$ cat src/rtl/limit_interlock.sv
// Float over/under limit interlock with sticky per-direction fault flags.
// Optional LIMIT_FILTER_EN: faults need P_FILT_CNT consecutive violations.
module limit_interlock #(
  parameter int P_FILT_CNT = 4
) (
  input  logic        i_clk,
  input  logic        i_rst,
  input  logic        i_clr,
  input  logic [31:0] i_data,
  input  logic        i_over_en,
  input  logic [31:0] i_over_sp,
  input  logic        i_under_en,
  input  logic [31:0] i_under_sp,
  output logic        o_over_int,
  output logic        o_under_int,
  output logic        o_int
);

  function automatic logic is_nan(input logic [31:0] x);
    return (&x[30:23]) && (|x[22:0]);
  endfunction

  // a > b in sign-magnitude order; +0 and -0 compare equal
  function automatic logic fp_gt(
    input logic [31:0] a,
    input logic [31:0] b
  );
    logic r;
    if (a[30:0] == '0 && b[30:0] == '0)
      r = 1'b0;
    else if (a[31] != b[31])
      r = b[31];
    else if (!a[31])
      r = a[30:0] > b[30:0];
    else
      r = a[30:0] < b[30:0];
    return r;
  endfunction

  logic over_cond;
  logic under_cond;
  logic over_hit;
  logic under_hit;

  // NaN data fails safe; NaN setpoint disables its direction
  always_comb begin
    over_cond  = 1'b0;
    under_cond = 1'b0;
    if (i_over_en && !is_nan(i_over_sp))
      over_cond = is_nan(i_data) || fp_gt(i_data, i_over_sp);
    if (i_under_en && !is_nan(i_under_sp))
      under_cond = is_nan(i_data) || fp_gt(i_under_sp, i_data);
  end

`ifdef LIMIT_FILTER_EN
  localparam int CW = $clog2(P_FILT_CNT + 1);
  localparam logic [CW-1:0] SAT = CW'(P_FILT_CNT);
  localparam logic [CW-1:0] ARM = CW'(P_FILT_CNT - 1);

  logic [CW-1:0] over_cnt;
  logic [CW-1:0] under_cnt;

  // saturating consecutive-violation counters
  always_ff @(posedge i_clk) begin
    if (i_rst || i_clr) begin
      over_cnt  <= '0;
      under_cnt <= '0;
    end else begin
      if (!over_cond)
        over_cnt <= '0;
      else if (over_cnt != SAT)
        over_cnt <= over_cnt + 1'b1;
      if (!under_cond)
        under_cnt <= '0;
      else if (under_cnt != SAT)
        under_cnt <= under_cnt + 1'b1;
    end
  end

  assign over_hit  = over_cond && (over_cnt >= ARM);
  assign under_hit = under_cond && (under_cnt >= ARM);
`else
  assign over_hit  = over_cond;
  assign under_hit = under_cond;
`endif

  // sticky fault flags; reset beats clear beats detection
  always_ff @(posedge i_clk) begin
    if (i_rst) begin
      o_over_int  <= 1'b0;
      o_under_int <= 1'b0;
    end else if (i_clr) begin
      o_over_int  <= 1'b0;
      o_under_int <= 1'b0;
    end else begin
      o_over_int  <= o_over_int | over_hit;
      o_under_int <= o_under_int | under_hit;
    end
  end

  // summary interlock lags the flags by one edge
  always_ff @(posedge i_clk) begin
    if (i_rst)
      o_int <= 1'b0;
    else
      o_int <= o_over_int | o_under_int;
  end

endmodule

$ cat config.mk
export PLATFORM = sky130hd
export DESIGN_NAME = limit_interlock
export DESIGN_NICKNAME = d
export VERILOG_FILES = /design/src/rtl/limit_interlock.sv
export SDC_FILE = /design/constraint.sdc
export NUM_CORES = 1
export LEC_CHECK = 0
export CAP_MARGIN = 10
export CORE_MARGIN = 4
export CORE_UTILIZATION = 60
export CTS_BUF_LIST = sky130_fd_sc_hd__clkbuf_16
export CTS_CLUSTER_DIAMETER = 150
export CTS_CLUSTER_SIZE = 30
export DETAILED_ROUTE_END_ITERATION = 6
export DONT_BUFFER_PORTS = 1
export PLACE_DENSITY = 0.83
export SLEW_MARGIN = 20
export SYNTH_ARGS = -nofsm -noshare
export SYNTH_HDL_FRONTEND = slang
export SYNTH_SLANG_ARGS = --single-unit
export TNS_END_PERCENT = 30
$ cat constraint.sdc
create_clock -name i_clk -period 2.85 [get_ports i_clk]
set_input_delay 0.285 -clock i_clk [delete_from_list [all_inputs] [get_ports i_clk]]
set_output_delay 0.285 -clock i_clk [all_outputs]
set_load 0.02 [all_outputs]
==> impl_metrics.py, run 1 <==
metrics = {
    "power_and_ir_drop": {
        "p_leak_nw": 1.16,
        "power_density_nw_per_um2": 231,
        "power_frac_comb": 0.441,
        "power_switching_uw": 161,
        "seqPwrFrac": 0.102,
        "ir_drop_uv": 225,
        "switching_share": 0.329,
        "clock_power_share": 0.457,
        "p_int_uw": 328,
        "power_uw": 489,
    },
    "setup_path": {
        "worstPathArrival_ps": 2230,
        "path_class": "in -> reg",
        "cp_num_buf_inv": 1,
        "cp_max_fo": 3,
        "r2r_slack_ps": 2090,
        "cp_slowest_cell": "or4b_1",
        "critPathCaptureType": "flop",
        "max_stage_delay_ps": 440,
        "r2r_cells": 2,
        "r2r_end": "o_over_int",
        "cp.required_ps": 3020,
        "critPathLaunch": "i_data[10]",
        "worstPathCellList": "inv_1 > ha_1 > and2_1 > a221o_1 > a221oi_2 > o21ai_1 > a21oi_1 > or4b_1 > nand3_1",
        "path_delay_family": "compound AO/OA/AOI/OAI gates",
        "start_kind": "input port",
        "r2r_start": "o_over_int",
    },
    "floorplan": {
        "num_io_pins": 104,
        "start_util": 0.639,
        "num_rows": 20,
        "die_w_microns": 65.5,
        "die_h_microns": 65.5,
        "coreArea_sq_um": 3100,
        "die-area_sq_um": 4290,
    },
    "detailed_routing": {
        "drt-initial-drc-count": 87,
        "route.detailed.drc": 0,
        "viasPerCell": 6.31,
        "routedWlPerCell_microns": 17.4,
        "vias": 2075,
        "first_pass_iters": 4,
        "drt-total-wl_mm": 5.72,
        "ant_nets": 0,
    },
    "min_path": {
        "worstHoldStart": "i_rst",
        "hold_depth": 1,
        "hp-class": "in -> reg",
        "worstHoldEndpoint": "o_int",
    },
    "global_routing": {
        "grtUsageMet1": 0.315,
        "grt_pass1_vias": 2317,
        "grt-busiest-layer": "met2",
        "grt_usage": 0.279,
        "grt_overflow": 0,
        "use_met2": 0.509,
        "grt_max_degree": 7,
        "grt_pass1_wl_mm": 9.47,
        "antenna_found_initial": 0,
        "grtUsageMet3": 0.0615,
    },
    "synthesis": {
        "syn-num-nets": 444,
        "synth_area_sq_um": 1980,
        "synth-seq-cells": 3,
        "async_flop_share": 0,
        "yosysMostFrequentCell": "inv_1",
        "yosysTopAreaCell": "ha_1",
        "ys.flop_type": "dfxtp_1",
        "synth_top_area_frac": 0.391,
        "synthDistinctLibCells": 27,
        "synth-edff-count": 0,
        "synth_cells": 281,
        "synth-seq-area-share": 0.0303,
        "ys_warn_count": 0,
        "postSynthAreaPerCell_sq_um": 7.05,
        "synth_common_cells": "inv_1, ha_1, nor4_1",
        "synth_area_leaders": "ha_1, inv_1, nor4_1",
    },
    "timing": {
        "maxSlewHeadroom": 0.633,
        "max_freq_mhz": 485,
        "slew_viol_final": 0,
        "fin_crit_ps": 2060,
        "tns_ps": 0,
        "fin_skew_ps": 4.33,
        "period_share": 0.724,
        "rsz0062_at_grt": "no",
        "final_critical_path_setup_slack_ps": 788,
        "timing_worst_slew_pin_value_ps": 545,
        "report.final.hold_viol_count": 0,
        "setup_violations": 0,
    },
    "place": {
        "place_hpwl_mm": 5.38,
        "dp_slack_ps": 565,
        "routabilityCongestion": 0.896,
        "numPortBuffers": 0,
    },
    "run": {
        "maxCapViolations": 0,
    },
    "clock_tree": {
        "clk_pin_slew_ps": 30,
        "cts_buffer_depth": 2,
        "cts_resized": 0,
        "post-cts-setup-buffers": 0,
        "worstSkewPairLatency_ps": 230,
        "numCtsBuffers": 3,
        "cts_tree": "yes",
        "root_buffer": "clkbuf_16",
        "cts_sinks": 3,
        "htree_levels": 1,
        "cts_hold_buffers": 0,
    },
    "final_layout": {
        "diodes": 0,
        "layout.nets": 449,
        "area_growth_pct": 6.76,
        "final_layout_size_suffix_gt1_frac": 0.0211,
    },
    "outcome": {
        "status": "finished clean",
    },
}
-- registers in the layout, summed over array words and instances, names as in the netlist --
register	cells
o_int	1
o_over_int	1
o_under_int	1
-- logic make-up after synthesis --
| kind of cell | synth area share |
|---|---|
| compound gates | 0.167 |
| fa+ha+maj | 0.391 |
| buf+inv | 0.125 |
| flops | 0.0303 |
| simple gates | 0.287 |
-- placed cells by master (no fill, tap or decap) --
cell type  synthesis  routed
inv_1             66      67
ha_1              62      62
nor4_1            25      25
nand4_1           24      24
a21oi_1           20      20
nand2_1           14      14
nor2_1             9       9
nor3_1             9       9
nand3_1            7       7
o21ai_0            6       6
a21o_1             6       6
and4_1             3       3
clkbuf_16          0       3
dfxtp_1            3       3
o31ai_1            2       2
o21bai_1           2       2
and2_1             2       2
a211o_1            2       2
nand3b_1           2       2
a211oi_1           2       2
a221o_1            2       2
a221oi_2           2       2
o21ai_1            2       2
a221oi_1           2       2
o211ai_1           2       2
or4_1              2       2
or4b_1             2       2
or2_2              1       1
-- per-stage QoR --
step                 util  hold WS (ps)  instance area [sq um]  instances
global placement    0.656           358                   2040        325
detailed placement  0.656           360                   2040        325
global route        0.682           137                   2120        329
CTS                 0.682           129                   2120        329
finish              0.682           130                   2120        329
floorplan               -           357                   1980        281
-- worst register-to-register path, stage by stage (launching register included) --
cell,delay (ps)
dfxtp_1,390
o21bai_1,170
nand3_1,80
-- power by group through the flow --
stage | Combinational, mW | Clock (mW) | Sequential, mW
2_1_floorplan | 0.170 | 0 | 0.0499
6_report | 0.215 | 0.223 | 0.0500
4_1_cts | 0.215 | 0.225 | 0.0502
5_1_grt | 0.253 | 0.231 | 0.0503
3_5_place_dp | 0.213 | 0 | 0.0508
3_3_place_gp | 0.204 | 0 | 0.0507
-- area by class of cell --
class,instances,area [sq um]
Clock inverter,1,3.75
Fill cell,305,987
Clock buffer,3,75.1
Tap cell,44,55.1
Inverter,66,248
Multi-Input combinational cell,212,1670
Sequential cell,3,60.1
-- metal layers --
metal	up-vias	wire [microns]	part of all wire
li1	1052	-	-
met1	916	2180	0.38
met2	89	2750	0.48
met3	18	606	0.11
met4	0	180	0.031
met5	-	0	0
-- worst max path at each step --
stage	end	slack [ps]	depth (start not counted)
5_1_grt	o_under_int	670	9
2_1_floorplan	o_under_int	740	9
6_report	o_under_int	790	9
3_5_place_dp	o_under_int	560	9
3_3_place_gp	o_under_int	640	9
4_1_cts	o_under_int	790	9
No activity file was read; power rests on OpenSTA's default activity.
==> inputs of run 2 (changes only) <==
==> constraint.sdc (replaced) <==
create_clock -name i_clk -period 2.06 [get_ports i_clk]
set_input_delay 0.206 -clock i_clk [delete_from_list [all_inputs] [get_ports i_clk]]
set_output_delay 0.206 -clock i_clk [all_outputs]
set_load 0.02 [all_outputs]
==> run 2 against run 1 <==
Compared with the run above: global-route usage down 0.70 points; critical path depth unchanged; register-to-register slack worse by 790 ps; largest power group is now combinational logic.
==> impl_metrics.py, run 2 (synthesized netlist as in run 1, its figures left out) <==
metrics = {
    "outcome": {
        "status": "finished clean",
    },
    "floorplan": {
        "die-area_sq_um": 4290,
        "die_w_microns": 65.5,
        "coreArea_sq_um": 3100,
        "start_util": 0.639,
        "die_h_microns": 65.5,
        "num_io_pins": 104,
        "num_rows": 20,
    },
    "timing": {
        "timing_worst_slew_pin_value_ps": 564,
        "setup_violations": 0,
        "tns_ps": 0,
        "report.final.hold_viol_count": 0,
        "rsz0062_at_grt": "no",
        "fin_skew_ps": 0.608,
        "period_share": 0.935,
        "max_freq_mhz": 519,
        "maxSlewHeadroom": 0.621,
        "fin_crit_ps": 1930,
        "slew_viol_final": 0,
    },
    "setup_path": {
        "cp_max_fo": 3,
        "start_kind": "input port",
        "cp.required_ps": 2220,
        "critPathCaptureType": "flop",
        "r2r_start": "o_over_int",
        "path_class": "in -> reg",
        "r2r_slack_ps": 1300,
        "worstPathArrival_ps": 2090,
        "critPathLaunch": "i_data[9]",
    },
    "clock_tree": {
        "cts_buffer_depth": 2,
        "worstSkewPairLatency_ps": 220,
        "cts_hold_buffers": 0,
        "htree_levels": 1,
        "cts_tree": "yes",
        "cts_sinks": 3,
        "clk_pin_slew_ps": 30,
        "numCtsBuffers": 3,
        "root_buffer": "clkbuf_16",
    },
    "power_and_ir_drop": {
        "power_density_nw_per_um2": 311,
        "p_leak_nw": 1.19,
        "ir_drop_uv": 193,
    },
    "final_layout": {
        "final_layout_size_suffix_gt1_frac": 0.0550,
        "layout.nets": 455,
        "diodes": 0,
        "largestRegisters": "o_int: 1 flops, o_over_int: 1 flops, o_under_int: 1 flops",
        "final_cells": 335,
        "final_common_cell": "inv_1",
        "layout_common_cells": "inv_1, ha_1, nor4_1",
        "area_growth_pct": 10.6,
    },
    "detailed_routing": {
        "route.detailed.drc": 0,
        "ant_nets": 0,
        "drt-initial-drc-count": 130,
        "first_pass_iters": 4,
        "drt-total-wl_mm": 5.81,
        "vias": 2069,
        "routedWlPerCell_microns": 17.3,
        "viasPerCell": 6.18,
    },
    "global_routing": {
        "antenna_found_initial": 0,
        "grt_overflow": 0,
        "grt_pass1_wl_mm": 9.33,
        "grt_usage": 0.272,
        "grt_pass1_vias": 2186,
        "grt_max_degree": 7,
    },
    "place": {
        "place_hpwl_mm": 5.19,
        "routabilityCongestion": 0.899,
        "dp_cells": 331,
        "numPortBuffers": 0,
    },
    "min_path": {
        "worstHoldStart": "i_rst",
        "hp-class": "in -> reg",
    },
    "run": {
        "maxCapViolations": 0,
    },
}
run 2: metal layers:
metal	global-route usage	up-vias	wire length, microns	share of wire
met5	0	-	0	0
met4	0.0648	0	100	0.017
met3	0.0598	6	477	0.082
met2	0.501	87	2850	0.49
met1	0.315	909	2390	0.41
li1	-	1067	-	-
run 2: where the power goes:
part	leakage (nW)	switching, mW	internal (mW)	total [mW]
clock network	0.0423	0.0494	0.250	0.299
registers	0.0245	0.00727	0.0621	0.0694
logic	1.13	0.161	0.152	0.313
run 2: cell type report:
type,count,area (sq um)
fill,282,911
multi-input combinational,212,1710
inverter,66,248
clock buffer,3,75.1
clock inverter,1,3.75
tap,44,55.1
sequential,3,60.1
timing repair buffer,6,45.0
run 2: worst max-delay path, cell delays in order:
cell and delay (ps):
inv_1 20, ha_1 270, and2_4 140, a221o_1 350, a221oi_2 270, o21ai_1 130
a21oi_2 150, or4b_1 450, nand3_1 90
run 2: worst paths after layout:
kind / cells past startpoint / to
worst max register to register: 2 / o_over_int
worst max-delay path: 9 / o_under_int
worst min-delay path: 1 / o_int
worst min register to register: 2 / o_int
run 2: what timing repair did:
item | 4_1_cts | 5_1_grt
gates resized for setup | 0 | 4
endpoints found under the setup margin | 0 | 1
buffers inserted | 0 | 0
run 2: metrics by stage:
step / hold slack (ps) / power [mW] / area [sq um] / setup slack, ps / util
after floorplan: 278 / 0.304 / 1980 / 29.2 / -
after global placement: 279 / 0.358 / 2080 / -85.9 / 0.671
after detailed placement: 282 / 0.368 / 2080 / -145 / 0.671
after CTS: 56.9 / 0.671 / 2160 / 76.4 / 0.696
after global routing: 65.8 / 0.739 / 2190 / 13.4 / 0.706
final: 59.3 / 0.682 / 2190 / 135 / 0.706
==> inputs of run 3 (changes only) <==
--- a/config.mk
+++ b/config.mk
@@ -9,11 +9,13 @@
 export CORE_MARGIN = 4
 export CORE_UTILIZATION = 60
 export CTS_BUF_LIST = sky130_fd_sc_hd__clkbuf_16
-export CTS_CLUSTER_DIAMETER = 150
+export CTS_CLUSTER_DIAMETER = 50
 export CTS_CLUSTER_SIZE = 30
 export DETAILED_ROUTE_END_ITERATION = 6
 export DONT_BUFFER_PORTS = 1
+export GPL_TIMING_DRIVEN = 1
 export PLACE_DENSITY = 0.83
+export SETUP_SLACK_MARGIN = 0.15
 export SLEW_MARGIN = 20
 export SYNTH_ARGS = -nofsm -noshare
 export SYNTH_HDL_FRONTEND = slang
==> run 3 against run 2 <==
Compared with the run above: first-iteration DRC count fell by 25%; combinational power rose by 4%; clock skew rose by 2.4 ps.
==> impl_metrics.py, run 3 (synthesized netlist as in run 1, its figures left out) <==
metrics = {
    "final_layout": {
        "fill_cells": 280,
        "largestRegisters": "o_int: 1 flops, o_over_int: 1 flops, o_under_int: 1 flops",
        "layout_common_cells": "inv_1, ha_1, nor4_1",
        "final_common_cell": "inv_1",
        "diodes": 0,
        "area_growth_pct": 12.8,
        "final_cells": 335,
        "final_layout_size_suffix_gt1_frac": 0.0859,
        "layout.nets": 455,
        "stdcell_area_sq_um": 2230,
        "utilization": 0.720,
    },
    "timing": {
        "fin_skew_ps": 2.96,
        "report.final.hold_viol_count": 0,
        "setup_violations": 0,
        "fin_crit_ps": 1850,
        "hold_slack_ps": 50.9,
        "max_freq_mhz": 542,
        "maxSlewHeadroom": 0.662,
        "slew_viol_final": 0,
        "period_share": 0.896,
        "timing_worst_slew_pin_value_ps": 503,
        "rsz0062_at_grt": "no",
    },
    "outcome": {
        "status": "finished clean",
    },
    "detailed_routing": {
        "viasPerCell": 6.39,
        "routedWlPerCell_microns": 18.1,
        "route.detailed.drc": 0,
        "drt-total-wl_mm": 6.08,
        "drt-initial-drc-count": 97,
        "vias": 2142,
        "first_pass_iters": 4,
        "ant_nets": 0,
    },
    "floorplan": {
        "die-area_sq_um": 4290,
        "start_util": 0.639,
        "die_w_microns": 65.5,
        "num_rows": 20,
        "coreArea_sq_um": 3100,
        "die_h_microns": 65.5,
        "num_io_pins": 104,
    },
    "setup_path": {
        "cp_max_fo": 3,
        "r2r_slack_ps": 1310,
        "critPathCaptureType": "flop",
        "r2r_end": "o_over_int",
        "cp.required_ps": 2220,
        "path_class": "in -> reg",
        "worstPathArrival_ps": 2010,
        "r2r_cells": 2,
        "start_kind": "input port",
        "r2r_start": "o_over_int",
    },
    "min_path": {
        "hold_depth": 1,
        "worstHoldEndpoint": "o_int",
        "hp-class": "in -> reg",
        "worstHoldStart": "i_rst",
    },
    "global_routing": {
        "grt_usage": 0.281,
        "grt_pass1_wl_mm": 9.62,
        "grt_max_degree": 7,
        "antenna_found_initial": 0,
        "grt_pass1_vias": 2213,
        "grt_overflow": 0,
    },
    "clock_tree": {
        "cts_sinks": 3,
        "htree_levels": 1,
        "numCtsBuffers": 3,
        "cts_buffer_depth": 2,
        "worstSkewPairLatency_ps": 230,
        "root_buffer": "clkbuf_16",
        "clk_pin_slew_ps": 30,
        "cts_tree": "yes",
    },
    "place": {
        "routabilityCongestion": 0.844,
        "placed_area_sq_um": 2130,
        "place_hpwl_mm": 5.48,
        "numPortBuffers": 0,
        "dp_cells": 331,
    },
    "power_and_ir_drop": {
        "power_uw": 702,
        "power_density_nw_per_um2": 314,
        "ir_drop_uv": 254,
        "p_leak_nw": 1.19,
    },
    "run": {
        "maxCapViolations": 0,
    },
}
run 3: cell counts in the layout (fill, tap and decap cells not counted):
No cell type changed its count.
run 3: what timing repair did:
| item | 4_1_cts | 5_1_grt |
|---|---|---|
| endpoints found under the setup margin | 0 | 1 |
| buffers inserted | 0 | 0 |
| hold endpoints to repair | 0 | 0 |
| resized for setup | 0 | 5 |
| hold buffers | 0 | 0 |
run 3: power by group:
| part | leakage (nW) | switching [mW] | internal [mW] |
|---|---|---|---|
| combinational | 1.12 | 0.168 | 0.156 |
| clock | 0.0423 | 0.0583 | 0.251 |
| sequential | 0.0245 | 0.00695 | 0.0621 |
| total | 1.19 | 0.233 | 0.469 |
run 3: stage by stage:
step,TNS [ps],setup slack [ps]
after floorplan,0,115
after global placement,0,39.1
after detailed placement,-25.5,-25.5
after CTS,0,201
after global routing,0,160
final,0,215
run 3: worst max path at each step:
stage / start / to / slack [ps] / depth (start not counted)
6_report: i_data[8] / o_under_int / 210 / 9
5_1_grt: i_over_sp[10] / o_over_int / 160 / 9
4_1_cts: i_data[8] / o_under_int / 200 / 9
3_5_place_dp: i_data[8] / o_under_int / -30 / 9
3_3_place_gp: i_data[9] / o_under_int / 40 / 9
2_1_floorplan: i_data[9] / o_under_int / 110 / 9
run 3: layout make-up:
type | count | area (sq um) | share of cell area
multi-input cells | 212 | 1750 | 0.781
inverters | 66 | 250 | 0.112
clock buffers | 3 | 75.1 | 0.0336
flip-flops and latches | 3 | 60.1 | 0.0269
well taps | 44 | 55.1 | 0.0246
repair buffers | 6 | 45.0 | 0.0202
clock inverters | 1 | 3.75 | 0.00168
run 3: per-layer routing:
metal  wire [microns]  GRT usage
met5                0          0
met4               76     0.0674
met3              559     0.0615
met2             2920      0.491
met1             2520      0.349
run 3: critical path: stages:
cell and delay (ps):
inv_2 40, ha_4 190, a21o_1 150, a221o_1 330, a221oi_2 270, o21ai_1 100
a21oi_1 170, or4b_1 450, nand3_1 90
